$ cat src/rtl/btn_pkg.sv
// btn_pkg: shared FSM state encoding and default timing constants for the button blocks
package btn_pkg;
    typedef enum logic [2:0] {
        IDLE   = 3'd0,
        PRESS1 = 3'd1,
        GAP    = 3'd2,
        PRESS2 = 3'd3,
        HELD   = 3'd4
    } state_t;
    localparam int unsigned LONG_CYCLES_DEF = 50000;
    localparam int unsigned GAP_CYCLES_DEF  = 20000;
    localparam int unsigned CNT_W_DEF       = 16;
endpackage

$ cat src/rtl/edge_detect.sv
// edge_detect: registered-history rise/fall detector; ports clk, rst, d -> rise, fall
// A level already high when reset releases is not a rise: rise is only armed once a low has been sampled.
module edge_detect (
    input  logic clk,
    input  logic rst,
    input  logic d,
    output logic rise,
    output logic fall
);
    logic prev_q, prev_d, armed_q, armed_d;
    always_comb begin
        prev_d  = d;
        armed_d = armed_q | ~d;
        rise    = d & ~prev_q & armed_q;
        fall    = ~d & prev_q;
    end
    always_ff @(posedge clk or posedge rst) begin
        if (rst) begin
            prev_q  <= 1'b0;
            armed_q <= 1'b0;
        end else begin
            prev_q  <= prev_d;
            armed_q <= armed_d;
        end
    end
endmodule

$ cat src/rtl/button_event_classifier.sv
// button_event_classifier: classifies debounced presses into short/long/double single-cycle pulses
// Ports: clk, rst (async, active-high), clean_in (1 = pressed) -> short_press, long_press, double_press, busy (state != IDLE)
module button_event_classifier
    import btn_pkg::*;
#(
    parameter int unsigned LONG_CYCLES = LONG_CYCLES_DEF,
    parameter int unsigned GAP_CYCLES  = GAP_CYCLES_DEF,
    parameter int unsigned CNT_W       = CNT_W_DEF
) (
    input  logic clk,
    input  logic rst,
    input  logic clean_in,
    output logic short_press,
    output logic long_press,
    output logic double_press,
    output logic busy
);
    localparam logic [CNT_W-1:0] LONG_LAST = CNT_W'(LONG_CYCLES - 1);
    localparam logic [CNT_W-1:0] GAP_LAST  = CNT_W'(GAP_CYCLES - 1);
    state_t state_q, state_d;
    logic [CNT_W-1:0] cnt_q, cnt_d;
    logic short_q, short_d, long_q, long_d, double_q, double_d;
    logic rise, fall;
    edge_detect u_edge (
        .clk  (clk),
        .rst  (rst),
        .d    (clean_in),
        .rise (rise),
        .fall (fall)
    );
    // Edges take priority over counter expiry: release on the long threshold stays short, a press on gap expiry is a double.
    always_comb begin
        state_d  = state_q;
        cnt_d    = cnt_q;
        short_d  = 1'b0;
        long_d   = 1'b0;
        double_d = 1'b0;
        case (state_q)
            IDLE: begin
                state_d = rise ? PRESS1 : IDLE;
                cnt_d   = rise ? '0 : cnt_q;
            end
            PRESS1: begin
                long_d  = ~fall & (cnt_q == LONG_LAST);
                state_d = fall ? GAP : long_d ? HELD : PRESS1;
                cnt_d   = fall ? '0 : cnt_q + CNT_W'(1);
            end
            GAP: begin
                short_d = ~rise & (cnt_q == GAP_LAST);
                state_d = rise ? PRESS2 : short_d ? IDLE : GAP;
                cnt_d   = rise ? '0 : cnt_q + CNT_W'(1);
            end
            PRESS2: begin
                double_d = fall;
                state_d  = fall ? IDLE : PRESS2;
            end
            HELD:    state_d = fall ? IDLE : HELD;
            default: state_d = IDLE;
        endcase
    end
    always_ff @(posedge clk or posedge rst) begin
        if (rst) begin
            state_q  <= IDLE;
            cnt_q    <= '0;
            short_q  <= 1'b0;
            long_q   <= 1'b0;
            double_q <= 1'b0;
        end else begin
            state_q  <= state_d;
            cnt_q    <= cnt_d;
            short_q  <= short_d;
            long_q   <= long_d;
            double_q <= double_d;
        end
    end
    assign short_press  = short_q;
    assign long_press   = long_q;
    assign double_press = double_q;
    assign busy         = (state_q != IDLE);
endmodule

$ cat config.mk
export PLATFORM = sky130hd
export DESIGN_NAME = button_event_classifier
export DESIGN_NICKNAME = d
export VERILOG_FILES = /design/src/rtl/btn_pkg.sv /design/src/rtl/edge_detect.sv /design/src/rtl/button_event_classifier.sv
export SDC_FILE = /design/constraint.sdc
export NUM_CORES = 1
export LEC_CHECK = 0
export ABC_AREA = 1
export BUFFER_PORTS_ARGS = -buffer_cell sky130_fd_sc_hd__buf_2
export CAP_MARGIN = 40
export CORE_MARGIN = 4
export CORE_UTILIZATION = 50
export CTS_BUF_LIST = sky130_fd_sc_hd__clkbuf_8 sky130_fd_sc_hd__clkbuf_16
export CTS_CLUSTER_DIAMETER = 30
export CTS_CLUSTER_SIZE = 28
export DETAILED_ROUTE_END_ITERATION = 6
export HOLD_SLACK_MARGIN = 0.12
export PLACE_DENSITY = 0.67
export SLEW_MARGIN = 20
export SYNTH_ARGS = -nofsm -noshare
export SYNTH_HDL_FRONTEND = slang
export SYNTH_SLANG_ARGS = --single-unit
$ cat constraint.sdc
create_clock -name clk -period 1.84 [get_ports clk]
set_clock_uncertainty 0.2 [all_clocks]
set_input_delay 0.368 -clock clk [delete_from_list [all_inputs] [get_ports clk]]
set_output_delay 0.368 -clock clk [all_outputs]
set_load 0.01 [all_outputs]
Word-level counts from Yosys, hierarchy flattened
Index checks and enable logic that the tools add are counted.
- register bits after elaboration: 24
- latch bits: 0
- bits in writable memories: 0
- memory bits (read-only): 0
- input bits: 3
- output and inout bits: 4
- word-level logic and storage cells: 44
- memories: 0
- $add $sub $neg: 1
- multipliers: 0
- div/mod/pow operators: 0
- $lt $le $gt $ge: 0
- equality and inequality tests: 7
- shift operators: 0
- multiplexer cells: 15
- bitwise operators: 10
- reductions and logical operators: 4
- operator list (operator ; number):
    two-way mux 16 bit ; 3
    case mux 16 bit (3 select lines) ; 1
    adder 16 x 1 -> 16 bit, second input constant ; 1
    equality test 16 x 15 -> 1 bit, second input constant ; 1
    equality test 16 bit, second input constant ; 1
    case mux 3 bit (5 select lines) ; 1
    two-way mux 3 bit ; 3
    equality test 3 x 2 -> 1 bit, second input constant ; 2
    two-way mux 2 bit ; 3
    nonzero test 3 bit ; 2
    bitwise AND 1 bit ; 5
    two-way mux 1 bit ; 4
    NOT 1 bit ; 4
    equality test 3 x 1 -> 1 bit, second input constant ; 1
    equality test 3 bit, second input constant ; 1
    logical NOT 3 bit ; 1
    != test 2 bit, second input constant ; 1
    AND reduction 2 bit ; 1
    bitwise OR 1 bit ; 1

Logic depth before layout (Yosys ltp)
Gate-level depths: netlist of the first run.
- word-level depth: 8
- gate-level depth with buffers: 9
- gate-level depth less buffers: 9

Modules after synthesis
A second synthesis of the first run with hierarchy kept.
- cell total of the unflattened synthesis: 206
- area total of the unflattened synthesis: 1411.4 µm²
- by module, submodules not included (module ; instances ; cells each ; area each (µm²)):
    button_event_classifier ; 1 ; 197 ; 1335.0
    edge_detect ; 1 ; 9 ; 76.3

Worst setup path after synthesis of the first run
Ideal clock, no wire load.
- path type: reg-to-reg
- from: register state_q[0]
- to: register cnt_q[7]
- arrival: 1.130 ns
- slack: 0.397 ns
- stages on the path, launching flop included: 9
- path buffers: 0
- period minus slack after synthesis: 1.443 ns
- cells stage by stage: dfrtp_1 > nand2_1 > nand2_2 > a21oi_4 > nand3_4 > inv_4 > nor2_2 > nand2_1 > inv_1
- longest elaborated chain between the ends: 3
- ends and longest elaborated chain (what ; RTL line ; source):
    start: declaration ; button_event_classifier.sv:20 ; state_t state_q, state_d;
    start signal: assignment ; button_event_classifier.sv:69 ; state_q <= state_d;
    equality test 3 x 2 -> 1 bit (tied with other cells) ; button_event_classifier.sv:38 ; case (state_q)
    nonzero test 3 bit (no line) or != test 2 bit (tied branches) ; - ;
    AND reduction 2 bit (no line) ; - ;
    end signal: assignment ; button_event_classifier.sv:70 ; cnt_q <= cnt_d;
    end: declaration ; button_event_classifier.sv:21 ; logic [CNT_W-1:0] cnt_q, cnt_d;
Several ways; a longest one is shown, not always the timed one.
A chain may end at the register's enable or synchronous reset.

Worst setup path in the final report of the first run
- from: register state_q[1]
- to: output busy
- longest elaborated chain between the ends: 1
- ends and longest elaborated chain (what ; RTL line ; source):
    nonzero test 3 bit ; button_event_classifier.sv:79 ; assign busy = (state_q != IDLE);
    end: declaration ; button_event_classifier.sv:16 ; output logic busy
Every way passes these cells.

==> metrics, run 1 <==
outcome complete, no violations; critical path peak fanout 5; Worst-Skew Late Latency 0.27 ns; vias in the first global route 1179; Initial Util 0.544; Post-synth EDFFs 0; power per cell area 997 mW/mm²; Hold Path Class in2reg; Detail Route met2 WL 1.24 mm; layout cell share with drive strength beyond 1 0.111; Max VDD drop 1050 µV; antenna violations before repair 0; Tcrit/Tclk final 0.937; first-pass GRT wire length 5.12 mm; register area share after synthesis 0.426; largest net degree at the start of global routing 25; endpoint class of the critical path output pin; synth cell count leaders 56 x nand2_1, 35 x inv_1, 32 x nor2_1; Routed Antenna Nets 0; setup bufs post-CTS 0; #FFs+latches synth 24; CTS tree built; CTS H-tree lvls 1; Die Span Y 61.1 µm; synthesized area 0.00141 mm²; clock-pin transition on the worst setup and hold timing paths 0.08 ns; synthesis-to-finish area growth 11.3%; setup-violating endpoint count in the final report 0; Worst EP required 1.27 ns; Max Cap Violations 0; TNS Setup 0 ns; nets@finish 222; hpwl dp 2.15 mm; largest area contributor in the netlist dfrtp_1; CTS sink cnt 24; Worst Path Arrival 1.16 ns; WL final 2.83 mm; vias 1232; syn_area_per_cell 6.94 µm²; hold_ws 0.237 ns; # IOs 7; DRT met1 WL 1.41 mm; CTS max path bufs 2; DR iter-0 viols 83; Hold Path Cell Cnt 4; crit path time final 1.72 ns; area of the die 0.00373 mm²; Primary FF master, synth dfrtp_1; Async SR Flop Fraction 1.00; dominant cells by area after synthesis dfrtp_1 43%, nand2_1 15%, inv_1 9.3%, nor2_1 8.5%, nand3_1 8.2%; total gr overflow 0; post-synthesis cell count 203; Leakage 0.790 nW; Max Slew Vio Count 0; Slew @ Worst Pin 0.309 ns; Final Hold Fails 0; core area 0.00259 mm²; overall global routing resource usage 0.184; YS warnings 0; r2r worst-path depth 8; Startpoint Class flip-flop; library cells used by synthesis 21; metal3 WL 132 µm; vias per std cell 4.99; Inserted Diodes 0; drt first pass iters 4; relative slew slack 0.793; WL/cell 11.4 µm; Die W 61.1 µm; # DRC 0; uppermost layer routed met4; Peak Freq 580 MHz; post-synth top area share 0.426; RSZ-0062 raised after global routing false; cell with the most instances after synthesis nand2_1; global placer's final weighted congestion 0.922; # rows 18; worst setup path class reg2out; TritonCTS Buffers 3; Port Buffer Count 6; synthesized net count 207; Final WS setup 0.115 ns; dpl ws 0.140 ns; root buf cell clkbuf_8; R2R Setup Slk 0.18 ns
[where the power goes]
| part | total (W) | switching, W | internal [W] | leakage (nW) |
|---|---|---|---|---|
| clock network | 0.000360 | 0.000169 | 0.000191 | 0.0288 |
| logic | 0.000582 | 0.000396 | 0.000187 | 0.438 |
| registers | 0.000621 | 0.0000482 | 0.000573 | 0.323 |
| total | 0.00156 | 0.000613 | 0.000950 | 0.790 |
[area by class of cell]
class / count / area [µm²]
Clock buffer: 4 / 55.1
Timing Repair Buffer: 11 / 72.6
Fill cell: 234 / 1020
Multi-Input combinational cell: 141 / 661
Inverter: 37 / 141
Tap cell: 30 / 37.5
Sequential cell: 24 / 601
[timing repair]
action | 4_1_cts | 5_1_grt
setup endpoints to repair | 0 | 1
hold buffers | 2 | 0
resized for setup | 0 | 1
hold endpoints to repair | 26 | 0
[kinds of logic (layout without fill, tap and decap cells)]
kind of cell | count (synthesis) | in the layout | share of synthesized area
AND/OR/NAND/NOR | 127 | 127 | 0.397
buffers and inverters | 38 | 52 | 0.108
flip-flops | 24 | 24 | 0.426
AO/OA/AOI/OAI | 11 | 11 | 0.0471
XOR/XNOR | 2 | 2 | 0.0124
adder cells (fa/ha/maj) | 1 | 1 | 0.00888
[layout by cell type (no fill, tap or decap)]
master         instances
a21oi_1                7
a21oi_4                1
buf_2                  6
buf_4                  3
clkbuf_8               4
dfrtp_1               24
dlygate4sd3_1          2
ha_1                   1
inv_1                 35
inv_2                  1
inv_4                  1
nand2_1               56
nand2_2                2
nand3_1               23
nand3_2                1
nand3_4                1
nand4_1                3
nor2_1                32
nor2_2                 2
nor2_4                 1
nor3_1                 4
nor3_2                 1
o21ai_0                3
or2_1                  1
xor2_1                 2
[metal layers]
metal,vias up,GRT usage
li1,652,-
met1,545,0.259
met2,31,0.285
met3,4,0.0252
met4,0,0.0774
met5,-,0
[state kept, by name (all words and copies together), names as in the netlist]
signal / cells
double_press: 1
cnt_q: 16
u_edge.prev_q: 1
u_edge.armed_q: 1
long_press: 1
state_q: 3
short_press: 1
[per-stage QoR]
| step | cells | instance area, µm² | utilization | power (W) |
|---|---|---|---|---|
| 2_1_floorplan | 203 | 1410 | - | 0.00107 |
| 3_3_place_gp | 241 | 1490 | 0.574 | 0.00120 |
| 3_5_place_dp | 241 | 1490 | 0.574 | 0.00121 |
| 4_1_cts | 247 | 1560 | 0.603 | 0.00158 |
| 5_1_grt | 247 | 1570 | 0.605 | 0.00169 |
| 6_report | 247 | 1570 | 0.605 | 0.00156 |
[path summary, 6_finish.rpt]
check | endpoint | startpoint
worst min-delay path | state_q[1] | clean_in
worst max-delay path | busy | state_q[1]
min in group asynchronous | cnt_q[4] | rst
worst min register to register | u_edge.armed_q | u_edge.armed_q
worst max register to register | cnt_q[7] | state_q[0]
max in group asynchronous | state_q[1] | rst
[critical path, stage by stage (launching register included)]
cell     delay (ns)
dfrtp_1        0.43
nor2_2         0.25
nand2_1        0.07
buf_2          0.14
Note: power is estimated with default switching activity, not from simulation.
==> run 2: changes to the inputs <==
- clock period: 1.84 -> 2.1 ns (I/O delays scaled with it)
==> metrics, run 2 (synthesis gave the netlist of run 1 again) <==
Tcrit/Tclk final 0.930; crit path time final 1.95 ns; # rows 18; critical path peak fanout 7; CTS sink cnt 24; layout cell share with drive strength beyond 1 0.132; part of the power in registers 0.379; Worst-Skew Late Latency 0.27 ns; root buf cell clkbuf_8; Post-Layout Inst Area 0.00159 mm²; Detail Route met2 WL 1.37 mm; commonest non-fill, non-tap cell in the layout nand2_1; CTS H-tree lvls 1; metal3 WL 181 µm; vias in the first global route 1212; clock group share of total power 0.221; # IOs 7; Int Pwr 0.000873 W; Slew @ Worst Pin 0.317 ns; Die W 61.1 µm; r2r worst-path depth 9; overall global routing resource usage 0.186; final cell count without fillers 250; endpoint class of the critical path flip-flop; Initial Util 0.544; vias 1278; Hold Crit Start u_edge.armed_q; first-pass GRT wire length 5.21 mm; Port Buffer Count 6; hpwl dp 2.23 mm; antenna violations before repair 0; FF-to-FF Start cnt_q[0]; power per cell area 900 mW/mm²; post-layout util 0.614; Switching Fraction 0.390; DRT met1 WL 1.37 mm; Peak Freq 512 MHz; commonest cells after routing, fill and taps aside 55 x nand2_1, 35 x inv_1, 31 x nor2_1; Switching Power 0.000559 W; global placer's final weighted congestion 0.905; setup-violating endpoint count in the final report 0; vias per std cell 5.11; largest net degree at the start of global routing 25; CP startpoint clean_in; Max VDD drop 618 µV; outcome complete, no violations; CTS max path bufs 2; uppermost layer routed met4; WL/cell 11.8 µm; total gr overflow 0; WL final 2.95 mm; CTS tree built; Final Hold Fails 0; clock-pin transition on the worst setup and hold timing paths 0.08 ns; Max Cap Violations 0; synthesis-to-finish area growth 12.9%; area of the die 0.00373 mm²; nets@finish 225; Leakage 0.804 nW; Gate power share 0.400; Worst Path Arrival 1.95 ns; TritonCTS Buffers 3; Hold Path Class reg2reg; drt first pass iters 4; worst setup path class in2reg; Die Span Y 61.1 µm; DR iter-0 viols 78; Post-Place Cells 240; Startpoint Class input pin; Total Power 0.00143 W; Inserted Diodes 0; core area 0.00259 mm²; Max Slew Vio Count 0; Routed Antenna Nets 0; # DRC 0; Hold Path Cell Cnt 2; max reg flops 16; Worst EP required 2.10 ns; Biggest register cnt_q; Largest regs cnt_q x16, state_q x3; relative slew slack 0.787; placed cell areas 0.00148 mm²
[run 2: power groups by stage]
stage / combinational, W / sequential, W / clock [W]
final: 0.000573 / 0.000542 / 0.000317
after global routing: 0.000640 / 0.000550 / 0.000336
after CTS: 0.000496 / 0.000542 / 0.000323
after detailed placement: 0.000492 / 0.000551 / 0
after global placement: 0.000476 / 0.000549 / 0
after floorplan: 0.000389 / 0.000544 / 0
[run 2: worst max-delay path, cell delays in order]
cell and delay (ns):
dlygate4sd3_1 0.52, buf_2 0.14, nand3_2 0.13, a21oi_4 0.29, buf_4 0.18, nand3_1 0.06, nand2_1 0.07, nand2_1 0.04
nor2_1 0.09
[run 2: layout make-up]
type | count | area, µm²
Multi-Input combinational cell | 141 | 661
Tap cell | 30 | 37.5
Timing Repair Buffer | 14 | 95.1
Fill cell | 230 | 1000
Sequential cell | 24 | 601
Clock buffer | 4 | 55.1
Inverter | 37 | 141
[run 2: per-stage QoR]
step | TNS, ns | setup slack, ns | hold slack [ns]
after detailed placement | 0 | 0.331 | 0.268
final | 0 | 0.147 | 0.287
after CTS | 0 | 0.0894 | 0.290
after global routing | -0.00498 | -0.00498 | 0.344
after global placement | 0 | 0.378 | 0.261
after floorplan | 0 | 0.657 | 0.235
[run 2: routing by layer]
| metal | GRT usage | up-vias |
|---|---|---|
| met3 | 0.0440 | 5 |
| met5 | 0 | - |
| met1 | 0.248 | 585 |
| met2 | 0.296 | 29 |
| li1 | - | 659 |
| met4 | 0.0619 | 0 |
[run 2: worst paths after layout]
check	end	slack (ns)
max reg2reg	cnt_q[14]	0.46
max in group asynchronous	cnt_q[8]	0.93
min reg2reg	u_edge.armed_q	0.29
max	cnt_q[12]	0.15
min in group asynchronous	cnt_q[0]	0.52
min	u_edge.armed_q	0.29
[run 2: what timing repair did]
item / in CTS / in global routing
hold buffers: 2 / 0
endpoints found under the hold margin: 25 / 0
buffers inserted: 0 / 4
setup endpoints to repair: 0 / 3
gates resized for setup: 0 / 2
